### src/rtl/outerprodrc_ctrl_pkg.sv
// Shared definitions for the outer-product GEMM array sequencer: state encodings,
// stream window length and default array pipeline latency.
package outerprodrc_ctrl_pkg;

    typedef enum logic [2:0] {
        ST_IDLE  = 3'd0,
        ST_CLR   = 3'd1,
        ST_RUN   = 3'd2,
        ST_DRAIN = 3'd3,
        ST_DONE  = 3'd4
    } ctrlState_e;

    // Must track the registered-output latency of the unary array
    localparam int PIPE_LAT_DEF = 2;

    // Strobe delay line carries {valid, first, last}
    localparam int DLY_W = 3;

    function automatic int streamLen(input int bitWidth);
        return 1 << bitWidth;
    endfunction

endpackage

### src/rtl/outerprodrc_ctrl_dly.sv
// Fixed-depth shift register aligning the {valid, first, last} strobes with
// the array's registered output; async active-high clear.
module outerprodrc_ctrl_dly
    import outerprodrc_ctrl_pkg::*;
#(
    parameter int DEPTH = PIPE_LAT_DEF,
    parameter int WIDTH = DLY_W
) (
    input  logic             iClk,
    input  logic             iRst,
    input  logic [WIDTH-1:0] iD,
    output logic [WIDTH-1:0] oQ
);

    logic [WIDTH-1:0] stages [DEPTH];

    always_ff @(posedge iClk or posedge iRst) begin
        if (iRst) begin
            for (int i = 0; i < DEPTH; i++) begin
                stages[i] <= '0;
            end
        end else begin
            stages[0] <= iD;
            for (int i = 1; i < DEPTH; i++) begin
                stages[i] <= stages[i-1];
            end
        end
    end

    assign oQ = stages[DEPTH-1];

endmodule

### src/rtl/outerprodrc_ctrl.sv
// Sequencer for the unary outer-product GEMM array: clears, streams one full
// window per K-tile, drains the pipeline. Optional stall via OUTERPRODRC_CTRL_STALL_EN.
module outerprodrc_ctrl
    import outerprodrc_ctrl_pkg::*;
#(
    parameter int BITWIDTH = 8,
    parameter int TILEW    = 8,
    parameter int PIPE_LAT = PIPE_LAT_DEF
) (
    input  logic                iClk,
    input  logic                iRst,
    input  logic                iStart,
    input  logic [TILEW-1:0]    iNumTile,
`ifdef OUTERPRODRC_CTRL_STALL_EN
    input  logic                iStall,
`endif
    output logic                oBusy,
    output logic                oEn,
    output logic                oClr,
    output logic [TILEW-1:0]    oTileIdx,
    output logic [BITWIDTH-1:0] oCycIdx,
    output logic                oAccValid,
    output logic                oAccFirst,
    output logic                oAccLast,
    output logic                oDone
);

    localparam int STREAMLEN = streamLen(BITWIDTH);
    localparam logic [BITWIDTH-1:0] CYC_LAST = BITWIDTH'(STREAMLEN - 1);
    localparam int DRAIN_W = (PIPE_LAT > 1) ? $clog2(PIPE_LAT) : 1;
    localparam logic [DRAIN_W-1:0] DRAIN_INIT = DRAIN_W'(PIPE_LAT - 1);

    ctrlState_e          state;
    ctrlState_e          nextState;
    logic [TILEW-1:0]    numTile;
    logic [TILEW-1:0]    tileIdx;
    logic [BITWIDTH-1:0] cycIdx;
    logic [DRAIN_W-1:0]  drainCnt;
    logic                stall;
    logic                lastCyc;
    logic                lastTile;
    logic                runEn;
    logic [DLY_W-1:0]    dlyIn;
    logic [DLY_W-1:0]    dlyOut;

`ifdef OUTERPRODRC_CTRL_STALL_EN
    assign stall = iStall;
`else
    assign stall = 1'b0;
`endif

    assign lastCyc  = (cycIdx == CYC_LAST);
    // Compare against the latched count so iNumTile may change mid-job
    assign lastTile = (tileIdx == (numTile - TILEW'(1)));

    always_ff @(posedge iClk or posedge iRst) begin
        if (iRst) begin
            state <= ST_IDLE;
        end else begin
            state <= nextState;
        end
    end

    always_comb begin
        nextState = state;
        case (state)
            ST_IDLE: begin
                if (iStart) begin
                    nextState = (iNumTile == '0) ? ST_DONE : ST_CLR;
                end
            end
            ST_CLR:   nextState = ST_RUN;
            ST_RUN: begin
                if (!stall && lastCyc) begin
                    nextState = lastTile ? ST_DRAIN : ST_CLR;
                end
            end
            ST_DRAIN: begin
                if (drainCnt == '0) begin
                    nextState = ST_DONE;
                end
            end
            ST_DONE:  nextState = ST_IDLE;
            default:  nextState = ST_IDLE;
        endcase
    end

    always_comb begin
        runEn = (state == ST_RUN) && !stall;
        oEn   = runEn;
        oClr  = (state == ST_CLR);
        oDone = (state == ST_DONE);
        oBusy = (state != ST_IDLE);
        dlyIn = {runEn,
                 runEn && (tileIdx == '0) && (cycIdx == '0),
                 runEn && lastTile && lastCyc};
    end

    always_ff @(posedge iClk or posedge iRst) begin
        if (iRst) begin
            numTile  <= '0;
            tileIdx  <= '0;
            cycIdx   <= '0;
            drainCnt <= '0;
        end else begin
            case (state)
                ST_IDLE: begin
                    if (iStart && (iNumTile != '0)) begin
                        numTile <= iNumTile;
                        tileIdx <= '0;
                    end
                end
                ST_CLR: cycIdx <= '0;
                ST_RUN: begin
                    if (!stall) begin
                        cycIdx <= cycIdx + BITWIDTH'(1);
                        if (lastCyc && !lastTile) begin
                            tileIdx <= tileIdx + TILEW'(1);
                        end
                        if (lastCyc && lastTile) begin
                            drainCnt <= DRAIN_INIT;
                        end
                    end
                end
                ST_DRAIN: begin
                    if (drainCnt != '0) begin
                        drainCnt <= drainCnt - DRAIN_W'(1);
                    end
                end
                default: ;
            endcase
        end
    end

    outerprodrc_ctrl_dly #(
        .DEPTH (PIPE_LAT),
        .WIDTH (DLY_W)
    ) uDly (
        .iClk (iClk),
        .iRst (iRst),
        .iD   (dlyIn),
        .oQ   (dlyOut)
    );

    assign oAccValid = dlyOut[2];
    assign oAccFirst = dlyOut[1];
    assign oAccLast  = dlyOut[0];
    assign oTileIdx  = tileIdx;
    assign oCycIdx   = cycIdx;

endmodule

### config.mk
export PLATFORM = sky130hd
export DESIGN_NAME = outerprodrc_ctrl
export DESIGN_NICKNAME = d
export VERILOG_FILES = /design/src/rtl/outerprodrc_ctrl_pkg.sv /design/src/rtl/outerprodrc_ctrl_dly.sv /design/src/rtl/outerprodrc_ctrl.sv
export SDC_FILE = /design/constraint.sdc
export NUM_CORES = 1
export LEC_CHECK = 0
export ABC_AREA = 1
export CAP_MARGIN = 5
export CORE_MARGIN = 4
export CORE_UTILIZATION = 42
export CTS_CLUSTER_SIZE = 25
export DETAILED_ROUTE_END_ITERATION = 10
export DONT_BUFFER_PORTS = 1
export HOLD_SLACK_MARGIN = 0.03
export PLACE_DENSITY = 0.58
export SYNTH_ARGS = -nofsm -noshare
export SYNTH_HDL_FRONTEND = slang
export SYNTH_SLANG_ARGS = --single-unit
### constraint.sdc
create_clock -name iClk -period 2.21 [get_ports iClk]
set_input_delay 0 -clock iClk [delete_from_list [all_inputs] [get_ports iClk]]
set_output_delay 0 -clock iClk [all_outputs]
set_load 0.005 [all_outputs]
==> results.yml <==
pwr:
  pwr_density_cell_nw_per_um2: 1140
  p_sw_frac: 0.469
  clkPwrFrac: 0.164
  vdd_drop_max_mv: 0.447
  p_leak_uw: 0.00117
  intPower_uw: 1390
  power_frac_seq: 0.374
  p_switching_uw: 1230
  power_frac_comb: 0.462
die:
  die_h_um: 77.9
  die-area_um2: 6070
  die_x_um: 77.9
  rows: 25
  core_um2: 4720
  io_pins: 34
  start_util: 0.435
cells_and_area:
  seqCellArea_um2: 851
  area_growth_pct: 11.9
  multi_input_area_um2: 997
  nFillCells: 465
  final_util: 0.487
  diodes: 0
  drive_above_1_share: 0.125
  fin_nets: 303
  final_design_area_no_fill_um2: 2300
timing:
  skew_ns: 0.00631
  setup-violations-final: 0
  fin_crit_ns: 1.84
  rsz0062_at_grt: "false"
  finalCritPeriodShare: 0.832
  slew_headroom: 0.566
  whs_ns: 0.0735
  finalHoldViolations: 0
  report.final.slew_viol_count: 0
  tns_ns: 0
  fmax_ghz: 0.544
  worst_pin_slew_ns: 0.647
clock_network:
  cts_max_path_buffers: 2
  root_buffer: "clkbuf_8"
  clock_sinks: 34
  cts_buffers: 5
  clock_latency_ns: 0.29
  cts_tree: "done"
  cts.clk_slew.worst_paths_ns: 0.07
  cts-resized-gates: 0
  cts_max_level: 2
placed_design:
  port_buffers: 0
  place_area_um2: 2130
  gp_congestion: 0.836
  dp_hpwl_mm: 3.50
synth:
  synthArstFlopShare: 1.00
  synth.distinct_cells: 30
  synth_top_cell_by_area: "dfrtp_1"
  synthTopCellsByArea: "dfrtp_1 (41%), nand2_1 (13%), inv_1 (7.5%)"
  avgSynthCellArea_um2: 7.50
  synthesis.area_um2: 2050
  synth_nets: 290
  ys_seq_area_frac: 0.414
  yosysTopAreaCellShare: 0.414
  ys_seq_elements: 34
  synthCells: 274
  synth_edf_count: 0
  ys.warnings.count: 0
  synth_flop_cell: "dfrtp_1"
route:
  drc: 0
  wirelength_mm: 4.75
  ant_nets: 0
  viasPerCell: 4.98
  wl_per_cell_um: 13.4
  drtIter0Drc: 68
  vias: 1763
  firstDrtPassIters: 4
critical_path:
  crit_fanout: 9
  crit_type: "flop to flop"
  arrival_ns: 2.02
  cp.required_ns: 2.39
  crit_path_end_kind: "flop"
  cp-start-kind: "flop"
global_routing:
  grt_pass1_wl_mm: 8.20
  grt_max_degree: 35
  antenna_found_initial: 0
  grt_usage: 0.174
  first_global_vias: 1728
  globalRouteOverflowTotal: 0
min_path:
  hold_class: "input pin to flop"
run:
  maxCapViolCount: 0
run_status:
  status: "finished, final reports clean"
==> kinds of logic after synthesis <==
| family | synth area share |
|---|---|
| and+or+nand+nor | 0.348 |
| buffers and inverters | 0.100 |
| DFF | 0.414 |
| AOI/OAI and AO/OA | 0.0725 |
| xor gates and xnor gates | 0.0341 |
| adders and majority gates | 0.0305 |
==> sequential cells by signal, summed over array words and instances (netlist names) <==
signal,count
drainCnt,1
numTile,8
oCycIdx,8
oTileIdx,8
state,3
uDly.oQ,3
uDly.stages,3
==> what timing repair did <==
| action | 4_1_cts | 5_1_grt |
|---|---|---|
| setup buffers | 0 | 0 |
| hold buffers | 9 | 0 |
| endpoints found under the hold margin | 42 | 0 |
==> synthesized netlist by cell type, drive strengths merged (2+ instances only) <==
cell type	n
xnor2	3
dfrtp	34
nor3	5
nand3	26
nand4	11
clkbuf	2
nand2	75
nand3b	2
ha	5
a21oi	4
xor2	5
nor2	26
o21ai	21
buf	3
inv	48
==> routing by layer <==
metal,vias up,track usage,routed length [um]
li1,892,-,-
met1,828,0.209,2090
met2,35,0.286,2330
met3,8,0.0510,230
met4,0,0.0769,104
met5,-,0,0
==> power groups by stage <==
| stage | logic [uW] | registers [uW] | clock network [uW] |
|---|---|---|---|
| 2_1_floorplan | 982 | 932 | 0 |
| 3_3_place_gp | 1190 | 989 | 0 |
| 3_5_place_dp | 1200 | 992 | 0 |
| 4_1_cts | 1220 | 981 | 446 |
| 5_1_grt | 1390 | 1000 | 483 |
| 6_report | 1210 | 979 | 430 |
==> final timing paths <==
path / from / end / slack [ns] / cells past startpoint
setup / recovery: oCycIdx[1] / oTileIdx[2] / 0.37 / 10
hold / removal: iStart / state[1] / 0.07 / 4
setup reg to reg: oCycIdx[1] / oTileIdx[2] / 0.37 / 10
hold reg to reg: uDly.stages[5] / uDly.oQ[2] / 0.35 / 0
max in group asynchronous: iRst / state[0] / 1.64 / 3
min in group asynchronous: iRst / uDly.stages[5] / 0.25 / 3
==> critical path, stage by stage, from the launching register on <==
cell and delay [ns]:
dfrtp_1 0.42, ha_1 0.20, nand2_1 0.08, inv_2 0.06
nand3_1 0.10, nor2_2 0.13, nand3_2 0.12, a21oi_4 0.30
nand3_4 0.17, nand2_1 0.10, nand2_1 0.05
==> area by class of cell <==
type / instances / share of cell area
inverters: 48 / 0.0795
multi-input cells: 187 / 0.434
flip-flops and latches: 34 / 0.370
repair buffers: 11 / 0.0457
clock buffers: 5 / 0.0299
well taps: 67 / 0.0365
clock inverters: 2 / 0.00435
==> stage by stage <==
| stage | setup WS (ns) | power, uW | std cells |
|---|---|---|---|
| after CTS | 0.349 | 2650 | 354 |
| after global placement | 0.415 | 2180 | 338 |
| final | 0.370 | 2620 | 354 |
| after floorplan | 0.579 | 1910 | 274 |
| after global routing | 0.118 | 2880 | 354 |
| after detailed placement | 0.372 | 2190 | 338 |
==> cell usage in the layout (no fill, tap or decap), types with 6 or more instances in the layout <==
cell type       n
dfrtp_1        34
dlygate4sd3_1   9
inv_1          41
inv_2           6
nand2_1        69
nand3_1        22
nand4_1        11
nor2_1         17
nor2_2          7
o21ai_0        20
Note: power is estimated with default switching activity, not from simulation.
